<file path="src/rtl/lsu_data_port_if.sv">
// ---------------------------------------------------------------------------
// lsu_data_port_if
//
// Bundles the signals of the load/store unit that face the core and the
// data BRAM. The LSU connects through the slave modport. The master modport
// is the LSU's environment: the core that issues requests and the BRAM
// that returns read data.
//
// Core side : req_valid, req_ready, req_we, req_size, req_unsigned,
//             req_addr, req_wdata, rsp_valid, rsp_rdata, rsp_misaligned
// BRAM side : addr_data, data_out_data, data_in_data, en_data, we_data
// ---------------------------------------------------------------------------
interface lsu_data_port_if;
    logic        req_valid;
    logic        req_ready;
    logic        req_we;
    logic [1:0]  req_size;
    logic        req_unsigned;
    logic [31:0] req_addr;
    logic [31:0] req_wdata;

    logic        rsp_valid;
    logic [31:0] rsp_rdata;
    logic        rsp_misaligned;

    logic [31:0] addr_data;
    logic [31:0] data_out_data;
    logic [31:0] data_in_data;
    logic        en_data;
    logic [3:0]  we_data;

    modport master (
        output req_valid, req_we, req_size, req_unsigned, req_addr, req_wdata,
        output data_in_data,
        input  req_ready, rsp_valid, rsp_rdata, rsp_misaligned,
        input  addr_data, data_out_data, en_data, we_data
    );

    modport slave (
        input  req_valid, req_we, req_size, req_unsigned, req_addr, req_wdata,
        input  data_in_data,
        output req_ready, rsp_valid, rsp_rdata, rsp_misaligned,
        output addr_data, data_out_data, en_data, we_data
    );
endinterface

</file>
<file path="src/rtl/lsu_data_port.sv">
// ---------------------------------------------------------------------------
// lsu_data_port
//
// Load/store unit that owns the data-memory port of the multicycle RV32I
// core. It accepts one byte/half/word request at a time and drives a
// fixed-latency BRAM with byte-lane write enables. Loads are aligned and
// sign- or zero-extended before a one-cycle response is returned.
//
// Parameters:
//   READ_LATENCY : BRAM read latency in clock edges (1..4)
//
// Ports:
//   aclk    : clock, rising edge
//   aresetn : asynchronous active-low reset
//   bus     : lsu_data_port_if.slave (request, response and BRAM signals)
//
// Optional feature (macro LSU_MISALIGN_TRAP_EN):
//   defined   - misaligned half/word requests skip memory and respond with
//               rsp_misaligned=1, rsp_rdata=0
//   undefined - misaligned half/word addresses are silently aligned down,
//               rsp_misaligned is always 0
// ---------------------------------------------------------------------------
module lsu_data_port #(
    parameter int unsigned READ_LATENCY = 1
) (
    input  logic           aclk,
    input  logic           aresetn,
    lsu_data_port_if.slave bus
);

    typedef enum logic [1:0] {
        S_IDLE,
        S_ISSUE,
        S_WAIT,
        S_RESP
    } state_t;

    state_t      state_q, state_d;
    logic [2:0]  cnt_q, cnt_d;
    logic        is_store_q, is_store_d;
    logic [1:0]  size_q, size_d;
    logic        uns_q, uns_d;
    logic [1:0]  lane_q, lane_d;
    logic        en_q, en_d;
    logic [3:0]  we_q, we_d;
    logic [31:0] addr_q, addr_d;
    logic [31:0] wdata_q, wdata_d;
    logic [31:0] rdata_q, rdata_d;
    logic        rvalid_q, rvalid_d;
    logic        mis_q, mis_d;
    logic        misaligned;

`ifdef LSU_MISALIGN_TRAP_EN
    // Sizes 10 and 11 are both words.
    assign misaligned = ((bus.req_size == 2'b01) && bus.req_addr[0]) ||
                        (bus.req_size[1] && (bus.req_addr[1:0] != 2'b00));
`else
    assign misaligned = 1'b0;
`endif

    // Byte-lane enables for a store; the low address bits below the access
    // size are ignored, which is what aligns a misaligned access down.
    function automatic logic [3:0] store_lanes(input logic [1:0] size,
                                               input logic [1:0] lane);
        case (size)
            2'b00:   return 4'b0001 << lane;
            2'b01:   return 4'b0011 << {lane[1], 1'b0};
            default: return 4'b1111;
        endcase
    endfunction

    // Replicate the LSB-aligned store data into every lane it may occupy.
    function automatic logic [31:0] store_data(input logic [1:0]  size,
                                               input logic [31:0] wdata);
        case (size)
            2'b00:   return {4{wdata[7:0]}};
            2'b01:   return {2{wdata[15:0]}};
            default: return wdata;
        endcase
    endfunction

    // Select the addressed byte/half from the returned word and extend it.
    function automatic logic [31:0] load_extract(input logic [31:0] word,
                                                 input logic [1:0]  size,
                                                 input logic        uns,
                                                 input logic [1:0]  lane);
        logic [7:0]  b;
        logic [15:0] h;
        b = word[{lane, 3'b000} +: 8];
        h = word[{lane[1], 4'b0000} +: 16];
        case (size)
            2'b00:   return uns ? {24'h0, b} : {{24{b[7]}}, b};
            2'b01:   return uns ? {16'h0, h} : {{16{h[15]}}, h};
            default: return word;
        endcase
    endfunction

    // NOTE: every signal written here gets a default first, so no path can
    // leave one unassigned and infer a latch.
    always_comb begin
        state_d    = state_q;
        cnt_d      = cnt_q;
        is_store_d = is_store_q;
        size_d     = size_q;
        uns_d      = uns_q;
        lane_d     = lane_q;
        en_d       = 1'b0;
        we_d       = 4'b0000;
        addr_d     = addr_q;
        wdata_d    = wdata_q;
        rdata_d    = rdata_q;
        rvalid_d   = 1'b0;
        mis_d      = mis_q;

        case (state_q)
            S_IDLE: begin
                if (bus.req_valid) begin
                    is_store_d = bus.req_we;
                    size_d     = bus.req_size;
                    uns_d      = bus.req_unsigned;
                    lane_d     = bus.req_addr[1:0];
                    addr_d     = {bus.req_addr[31:2], 2'b00};
                    if (misaligned) begin
                        // Rejected: respond straight away, memory untouched.
                        state_d  = S_RESP;
                        rvalid_d = 1'b1;
                        mis_d    = 1'b1;
                        rdata_d  = 32'h0;
                    end else begin
                        // Memory-side outputs are registered here so they
                        // are clean for the whole ISSUE cycle.
                        state_d = S_ISSUE;
                        en_d    = 1'b1;
                        if (bus.req_we) begin
                            we_d    = store_lanes(bus.req_size, bus.req_addr[1:0]);
                            wdata_d = store_data(bus.req_size, bus.req_wdata);
                        end
                    end
                end
            end

            S_ISSUE: begin
                if (is_store_q) begin
                    state_d  = S_RESP;
                    rvalid_d = 1'b1;
                    mis_d    = 1'b0;
                    rdata_d  = 32'h0;
                end else begin
                    state_d = S_WAIT;
                    cnt_d   = 3'(READ_LATENCY);
                end
            end

            S_WAIT: begin
                cnt_d = cnt_q - 3'd1;
                // The edge that takes the counter to zero is the one at which
                // the BRAM data is valid.
                if (cnt_q <= 3'd1) begin
                    cnt_d    = 3'd0;
                    state_d  = S_RESP;
                    rvalid_d = 1'b1;
                    mis_d    = 1'b0;
                    rdata_d  = load_extract(bus.data_in_data, size_q, uns_q, lane_q);
                end
            end

            S_RESP: begin
                state_d = S_IDLE;
            end

            default: begin
                state_d = S_IDLE;
            end
        endcase
    end

    // NOTE: sequential state uses non-blocking assignments so every register
    // samples the pre-edge values regardless of statement order.
    always_ff @(posedge aclk or negedge aresetn) begin
        if (!aresetn) begin
            state_q    <= S_IDLE;
            cnt_q      <= 3'd0;
            is_store_q <= 1'b0;
            size_q     <= 2'b00;
            uns_q      <= 1'b0;
            lane_q     <= 2'b00;
            en_q       <= 1'b0;
            we_q       <= 4'b0000;
            addr_q     <= 32'h0;
            wdata_q    <= 32'h0;
            rdata_q    <= 32'h0;
            rvalid_q   <= 1'b0;
            mis_q      <= 1'b0;
        end else begin
            state_q    <= state_d;
            cnt_q      <= cnt_d;
            is_store_q <= is_store_d;
            size_q     <= size_d;
            uns_q      <= uns_d;
            lane_q     <= lane_d;
            en_q       <= en_d;
            we_q       <= we_d;
            addr_q     <= addr_d;
            wdata_q    <= wdata_d;
            rdata_q    <= rdata_d;
            rvalid_q   <= rvalid_d;
            mis_q      <= mis_d;
        end
    end

    assign bus.req_ready      = (state_q == S_IDLE);
    assign bus.rsp_valid      = rvalid_q;
    assign bus.rsp_rdata      = rdata_q;
    assign bus.rsp_misaligned = mis_q;
    assign bus.addr_data      = addr_q;
    assign bus.data_out_data  = wdata_q;
    assign bus.en_data        = en_q;
    assign bus.we_data        = we_q;

endmodule

</file>
<file path="src/flat_wrapper.sv">
// flat-port wrapper written by rule: the top's interface ports become plain ports
module lsu_data_port_flat 
#(
    parameter int unsigned READ_LATENCY = 1
)
  (aclk, aresetn, bus_req_valid, bus_req_we, bus_req_size, bus_req_unsigned, bus_req_addr, bus_req_wdata, bus_data_in_data, bus_req_ready, bus_rsp_valid, bus_rsp_rdata, bus_rsp_misaligned, bus_addr_data, bus_data_out_data, bus_en_data, bus_we_data);
  lsu_data_port_if bus_i ();
  input  logic aclk;
  input  logic aresetn;
  input wire logic [$bits(bus_i.req_valid)-1:0] bus_req_valid;
  input wire logic [$bits(bus_i.req_we)-1:0] bus_req_we;
  input wire logic [$bits(bus_i.req_size)-1:0] bus_req_size;
  input wire logic [$bits(bus_i.req_unsigned)-1:0] bus_req_unsigned;
  input wire logic [$bits(bus_i.req_addr)-1:0] bus_req_addr;
  input wire logic [$bits(bus_i.req_wdata)-1:0] bus_req_wdata;
  input wire logic [$bits(bus_i.data_in_data)-1:0] bus_data_in_data;
  output wire logic [$bits(bus_i.req_ready)-1:0] bus_req_ready;
  output wire logic [$bits(bus_i.rsp_valid)-1:0] bus_rsp_valid;
  output wire logic [$bits(bus_i.rsp_rdata)-1:0] bus_rsp_rdata;
  output wire logic [$bits(bus_i.rsp_misaligned)-1:0] bus_rsp_misaligned;
  output wire logic [$bits(bus_i.addr_data)-1:0] bus_addr_data;
  output wire logic [$bits(bus_i.data_out_data)-1:0] bus_data_out_data;
  output wire logic [$bits(bus_i.en_data)-1:0] bus_en_data;
  output wire logic [$bits(bus_i.we_data)-1:0] bus_we_data;
  assign bus_i.req_valid = bus_req_valid;
  assign bus_i.req_we = bus_req_we;
  assign bus_i.req_size = bus_req_size;
  assign bus_i.req_unsigned = bus_req_unsigned;
  assign bus_i.req_addr = bus_req_addr;
  assign bus_i.req_wdata = bus_req_wdata;
  assign bus_i.data_in_data = bus_data_in_data;
  assign bus_req_ready = bus_i.req_ready;
  assign bus_rsp_valid = bus_i.rsp_valid;
  assign bus_rsp_rdata = bus_i.rsp_rdata;
  assign bus_rsp_misaligned = bus_i.rsp_misaligned;
  assign bus_addr_data = bus_i.addr_data;
  assign bus_data_out_data = bus_i.data_out_data;
  assign bus_en_data = bus_i.en_data;
  assign bus_we_data = bus_i.we_data;
  lsu_data_port #(.READ_LATENCY(READ_LATENCY)) u_core (.aclk(aclk), .aresetn(aresetn), .bus(bus_i));
endmodule
</file>
<file path="config.mk">
export PLATFORM = sky130hd
export DESIGN_NAME = lsu_data_port_flat
export DESIGN_NICKNAME = d
export VERILOG_FILES = /design/src/rtl/lsu_data_port_if.sv /design/src/rtl/lsu_data_port.sv /design/src/flat_wrapper.sv
export SDC_FILE = /design/constraint.sdc
export NUM_CORES = 1
export LEC_CHECK = 0
export ABC_AREA = 0
export CORE_MARGIN = 4
export CORE_UTILIZATION = 47
export DETAILED_ROUTE_END_ITERATION = 6
export PLACE_DENSITY = 0.92
export SETUP_SLACK_MARGIN = 0.15
export SLEW_MARGIN = 20
export SYNTH_ARGS = -nofsm -noshare
export SYNTH_HDL_FRONTEND = slang
export SYNTH_SLANG_ARGS = --single-unit
</file>
<file path="constraint.sdc">
create_clock -name aclk -period 3.7 [get_ports aclk]
set_input_delay 0.74 -clock aclk [delete_from_list [all_inputs] [get_ports aclk]]
set_output_delay 0.74 -clock aclk [all_outputs]
set_load 0.1 [all_outputs]
</file>
==> run_results.csv, run 1 <==
group,metric,value,unit
floorplan,io_pins,207,
synth,synth_warnings,0,
finish,fin_nets,741,
finish,final_cell_mix,"clkdlybuf4s50_1, dfrtp_1, o21ai_0, mux2_2, nand2_1",
run,drv_cap,0,
min_path,hold_path_class,"input pin to async pin",
synth,ys_seq_elements,111,
grt,grt_max_degree,62,
place,gp_congestion,0.952,
place,dp_hpwl,11400,um
place,placed_cell_area,7260,um2
place,portBuffers,203,
routing,viasPerCell,5.58,
clock_tree,post_cts_buffers,0,
grt,grtUsageTotal,0.236,
clock_tree,clock_latency,0.37,ns
floorplan,die_x,112,um
sta,post-route-min-period,2.69,ns
sta,maxSlewHeadroom,0.278,
grt,grt_pass1_wl,23800,um
synth,syn_inst,439,
critical_path,path_buf_inv,1,
floorplan,fp.dieH,112,um
place,dp_slack,0.798,ns
finish,final_layout_size_suffix_gt1_frac,0.148,
sta,finalSetupTns,0,ns
routing,post_drt_wl_per_cell,19.4,um
synth,yosysSeqAreaShare,0.542,
clock_tree,h-tree-depth,3,
sta,hold_violations,0,
grt,grt_overflow,0,
critical_path,cpLargestDelayFamily,"buffers and inverters",
finish,syn_to_final_growth,45.0,%
floorplan,fp.coreArea,10500,um2
finish,mostFrequentLayoutCell,"clkdlybuf4s50_1",
routing,drt-initial-drc-count,188,
grt,grt_pass1_vias,4501,
sta,finalWorstSetupSlack,1.01,ns
synth,syn_avg_cell_area,11.7,um2
clock_tree,cts.repair.resized,0,
routing,antenna_left,0,
grt,antenna_found_initial,0,
clock_tree,numCtsBuffers,9,
clock_tree,clock_tree.root_cell,"clkbuf_8",
finish,diodes,0,
floorplan,design.die.area,12600,um2
synth,synth_ff_type,"dfrtp_1",
critical_path,cp_slowest_stage_delay,1.18,ns
synth,syn_area,5130,um2
routing,drc_errors,0,
critical_path,path_max_fanout,2,
sta,maxSlewViolCount,0,
status,status,"finished clean",
routing,vias,4302,
routing,first_pass_iters,5,
clock_tree,cts_tree,"yes",
clock_tree,cts_hold_buf,0,
clock_tree,clock-sinks,111,
sta,finalSetupViolCount,0,
sta,max_freq,372,MHz
critical_path,crit_arrival,1.95,ns
critical_path,critPathKind,"flip-flop to primary output",
routing,totalWireLength,14900,um
synth,synth_cell_types,43,
critical_path,cp.required,2.96,ns
critical_path,cp-end-kind,"primary output",
synth,async_reset_ff_frac,1.00,
sta,worst_slew_pin_slew,1.08,ns
critical_path,worstPathCellList,"clkdlybuf4s50_1",
clock_tree,clk_pin_slew_worst_paths,0.10,ns
floorplan,initial_core_util,0.490,
critical_path,slowest_stage,"clkdlybuf4s50_1",
clock_tree,clockBufferDepth,2,
floorplan,rows,37,
critical_path,cp-start-kind,"flip-flop",
sta,finalClockSkew,0.00939,ns
sta,period_share,0.726,
finish,fin_area,7440,um2
synth,synth_edf_count,0,
sta,rsz0062_at_grt,"no",
==> state kept, by name (all words and copies together) (netlist names) <==
| register | flops |
|---|---|
| u_core.cnt_q | 3 |
| u_core.state_q | 2 |
| u_core.bus.rsp_valid | 1 |
| u_core.bus.addr_data | 30 |
| u_core.bus.we_data | 4 |
| u_core.bus.rsp_rdata | 32 |
| u_core.bus.data_out_data | 32 |
| u_core.bus.en_data | 1 |
| u_core.uns_q | 1 |
| u_core.lane_q | 2 |
| u_core.is_store_q | 1 |
| u_core.size_q | 2 |
==> metrics by stage <==
| stage | std cells | utilization | hold WS (ns) |
|---|---|---|---|
| after floorplan | 441 | - | 0.444 |
| after global placement | 757 | 0.694 | 0.462 |
| after detailed placement | 757 | 0.694 | 0.475 |
| after CTS | 771 | 0.711 | 0.407 |
| after global routing | 771 | 0.711 | 0.431 |
| final | 771 | 0.711 | 0.393 |
==> cell families after synthesis <==
| kind of cell | after synthesis | share of synthesized area |
|---|---|---|
| AOI/OAI and AO/OA | 127 | 0.179 |
| DFF | 111 | 0.542 |
| and+or+nand+nor | 79 | 0.0722 |
| muxes | 74 | 0.156 |
| buffers and inverters | 41 | 0.0356 |
| adders and majority gates | 6 | 0.0146 |
| other | 1 | 0.000731 |
==> routing by layer <==
layer / routed length (um) / track usage / vias to the layer above
li1: - / - / 1966
met2: 7100 / 0.387 / 241
met4: 395 / 0.0921 / 0
met1: 5820 / 0.283 / 2066
met5: 0 / 0 / -
met3: 1610 / 0.0863 / 29
==> cell type report <==
class	count	area (um2)
Fill cell	730	3020
Inverter	11	41.3
Sequential cell	111	2780
Multi-Input combinational cell	289	2180
Clock buffer	11	131
Tap cell	136	170
Timing Repair Buffer	210	2090
Clock inverter	3	46.3
==> cells in the mapped netlist (2+ instances only) <==
master / count / area (um2)
clkbuf_1: 18 / 67.6
a221o_2: 13 / 146
o2bb2ai_1: 16 / 140
or3_1: 3 / 18.8
o21a_1: 7 / 52.6
dfrtp_1: 111 / 2780
nand2b_1: 5 / 31.3
clkinv_1: 2 / 7.51
a21oi_1: 16 / 80.1
a21boi_0: 8 / 60.1
o211ai_1: 2 / 15.0
nor2b_1: 3 / 18.8
inv_1: 9 / 33.8
mux2i_1: 26 / 260
ha_1: 6 / 75.1
buf_6: 2 / 22.5
buf_1: 5 / 18.8
buf_4: 3 / 22.5
buf_2: 2 / 10.0
o21ai_0: 48 / 240
nor2_1: 20 / 75.1
o221a_2: 3 / 33.8
mux2_2: 48 / 541
a221o_1: 4 / 40.0
nand2_1: 31 / 116
o21bai_1: 3 / 22.5
and2_1: 2 / 12.5
nor3_1: 8 / 40.0
==> path summary, 6_finish.rpt <==
path,start,end,slack (ns),depth (start not counted)
min in group aclk,u_core.bus.data_out_data[27],u_core.bus.data_out_data[27],0.49,2
max,u_core.bus.data_out_data[11],bus_data_out_data[11],1.01,1
min,aresetn,u_core.state_q[0],0.39,1
max in group asynchronous,aresetn,u_core.cnt_q[0],2.56,2
min reg2reg,u_core.bus.data_out_data[27],u_core.bus.data_out_data[27],0.49,2
max reg2reg,u_core.state_q[0],u_core.bus.rsp_rdata[31],1.28,5
Power of run 1 is left out: the tool's default activity adds up to more than one toggle a clock period on the data nets, which glitch-free logic cannot reach.
==> run 2: changes to the inputs <==
--- a/config.mk
+++ b/config.mk
@@ -7,9 +7,9 @@
 export LEC_CHECK = 0
 export ABC_AREA = 0
 export CORE_MARGIN = 4
-export CORE_UTILIZATION = 47
+export CORE_UTILIZATION = 44
 export DETAILED_ROUTE_END_ITERATION = 6
-export PLACE_DENSITY = 0.92
+export PLACE_DENSITY = 0.87
 export SETUP_SLACK_MARGIN = 0.15
 export SLEW_MARGIN = 20
 export SYNTH_ARGS = -nofsm -noshare
==> constraint.sdc (replaced) <==
create_clock -name aclk -period 2.6 [get_ports aclk]
set_input_delay 0.52 -clock aclk [delete_from_list [all_inputs] [get_ports aclk]]
set_output_delay 0.52 -clock aclk [all_outputs]
set_load 0.1 [all_outputs]
==> run_results.csv, run 2 (same netlist as run 1, synthesis figures left out) <==
group,metric,value,unit
status,status,"finished clean",
clock_tree,cts_tree,"yes",
clock_tree,clockBufferDepth,2,
sta,hold_violations,0,
clock_tree,numCtsBuffers,9,
run,drv_cap,0,
critical_path,crit_arrival,2.36,ns
routing,post_drt_wl_per_cell,18.8,um
place,place_inst,768,
routing,viasPerCell,5.51,
sta,rsz0062_at_grt,"no",
critical_path,cp_slowest_stage_delay,0.55,ns
sta,finalClockSkew,0.0118,ns
critical_path,path_max_fanout,16,
floorplan,design.die.area,13400,um2
finish,mostFrequentLayoutCell,"buf_4",
clock_tree,clk_pin_slew_worst_paths,0.07,ns
clock_tree,h-tree-depth,3,
critical_path,critPathKind,"flip-flop to flip-flop",
routing,first_pass_iters,5,
grt,grt_pass1_vias,4414,
grt,grt_max_degree,64,
clock_tree,clock_latency,0.35,ns
critical_path,slowest_stage,"nor2_2",
critical_path,cp.required,2.88,ns
floorplan,fp.dieH,116,um
grt,grt_pass1_wl,22500,um
clock_tree,cts_hold_buf,0,
floorplan,fp.coreArea,11400,um2
place,portBuffers,203,
finish,final_layout_size_suffix_gt1_frac,0.315,
floorplan,rows,39,
finish,stdcell_count,784,
sta,finalWorstSetupSlack,0.517,ns
routing,drt-initial-drc-count,352,
grt,antenna_found_initial,0,
sta,post-route-min-period,2.08,ns
sta,maxSlewViolCount,0,
sta,finalSetupViolCount,0,
grt,grtUsageTotal,0.216,
sta,worst_slew_pin_slew,0.643,ns
sta,maxSlewHeadroom,0.572,
finish,fillers,910,
sta,max_freq,480,MHz
sta,period_share,0.801,
critical_path,cp-end-kind,"flip-flop",
critical_path,cp-start-kind,"flip-flop",
place,dp_hpwl,11100,um
clock_tree,clock_tree.root_cell,"clkbuf_16",
grt,grt_overflow,0,
routing,antenna_left,0,
finish,diodes,0,
floorplan,initial_core_util,0.449,
clock_tree,clock-sinks,111,
routing,vias,4316,
critical_path,worstPathCellList,"inv_1 > ha_1 > nand4b_1 > nor2_2 > a221o_2",
finish,ff_latch_area,2780,um2
finish,final_cell_mix,"buf_4, dfrtp_1, clkdlybuf4s50_1, o21ai_0, mux2_2",
floorplan,io_pins,207,
finish,syn_to_final_growth,43.1,%
place,gp_congestion,0.894,
floorplan,die_x,116,um
min_path,hold_path_class,"input pin to async pin",
finish,multiInputGateArea,2180,um2
place,dp_slack,0.259,ns
finish,fin_nets,745,
routing,totalWireLength,14700,um
sta,finalSetupTns,0,ns
routing,drc_errors,0,
run 2: metrics by stage:
step | util | hold WS (ns) | cell area [um2]
2_1_floorplan | - | 0.224 | 5140
3_3_place_gp | 0.618 | 0.463 | 7050
3_5_place_dp | 0.618 | 0.472 | 7050
4_1_cts | 0.643 | 0.207 | 7340
5_1_grt | 0.643 | 0.227 | 7340
6_report | 0.643 | 0.193 | 7340
run 2: what timing repair did:
| item | CTS | global route |
|---|---|---|
| gates resized for setup | 0 | 1 |
| endpoints found under the setup margin | 0 | 16 |
| setup buffers | 0 | 0 |
run 2: layer usage:
metal	wire [um]	global-route usage
met5	0	0
met1	5730	0.253
met2	6950	0.359
met4	374	0.0804
met3	1700	0.0830
run 2: worst paths after layout:
| kind | depth (start not counted) | slack, ns | startpoint | endpoint |
|---|---|---|---|---|
| worst max-delay path | 5 | 0.52 | u_core.state_q[0] | u_core.bus.rsp_rdata[21] |
| worst min-delay path | 1 | 0.19 | aresetn | u_core.bus.we_data[0] |
| worst max register to register | 5 | 0.52 | u_core.state_q[0] | u_core.bus.rsp_rdata[21] |
| worst min register to register | 2 | 0.49 | u_core.bus.data_out_data[23] | u_core.bus.data_out_data[23] |
| max in group asynchronous | 2 | 1.64 | aresetn | u_core.is_store_q |
| min in group aclk | 2 | 0.49 | u_core.bus.data_out_data[23] | u_core.bus.data_out_data[23] |
run 2: critical path: cells and delay by family (launching register included):
kind / cells / cell delay [ns]
buffers and inverters: 1 / 0.13
adders and majority gates: 1 / 0.35
AOI/OAI and AO/OA: 1 / 0.27
DFF: 1 / 0.41
and+or+nand+nor: 2 / 0.86
run 2: cell type report:
cell class	count	share of cell area
inverter	11	0.00563
tap	143	0.0244
timing repair buffer	214	0.255
clock inverter	3	0.00341
multi-input combinational	289	0.298
sequential	111	0.378
clock buffer	13	0.0355
Power of run 2 is left out for the same reason.
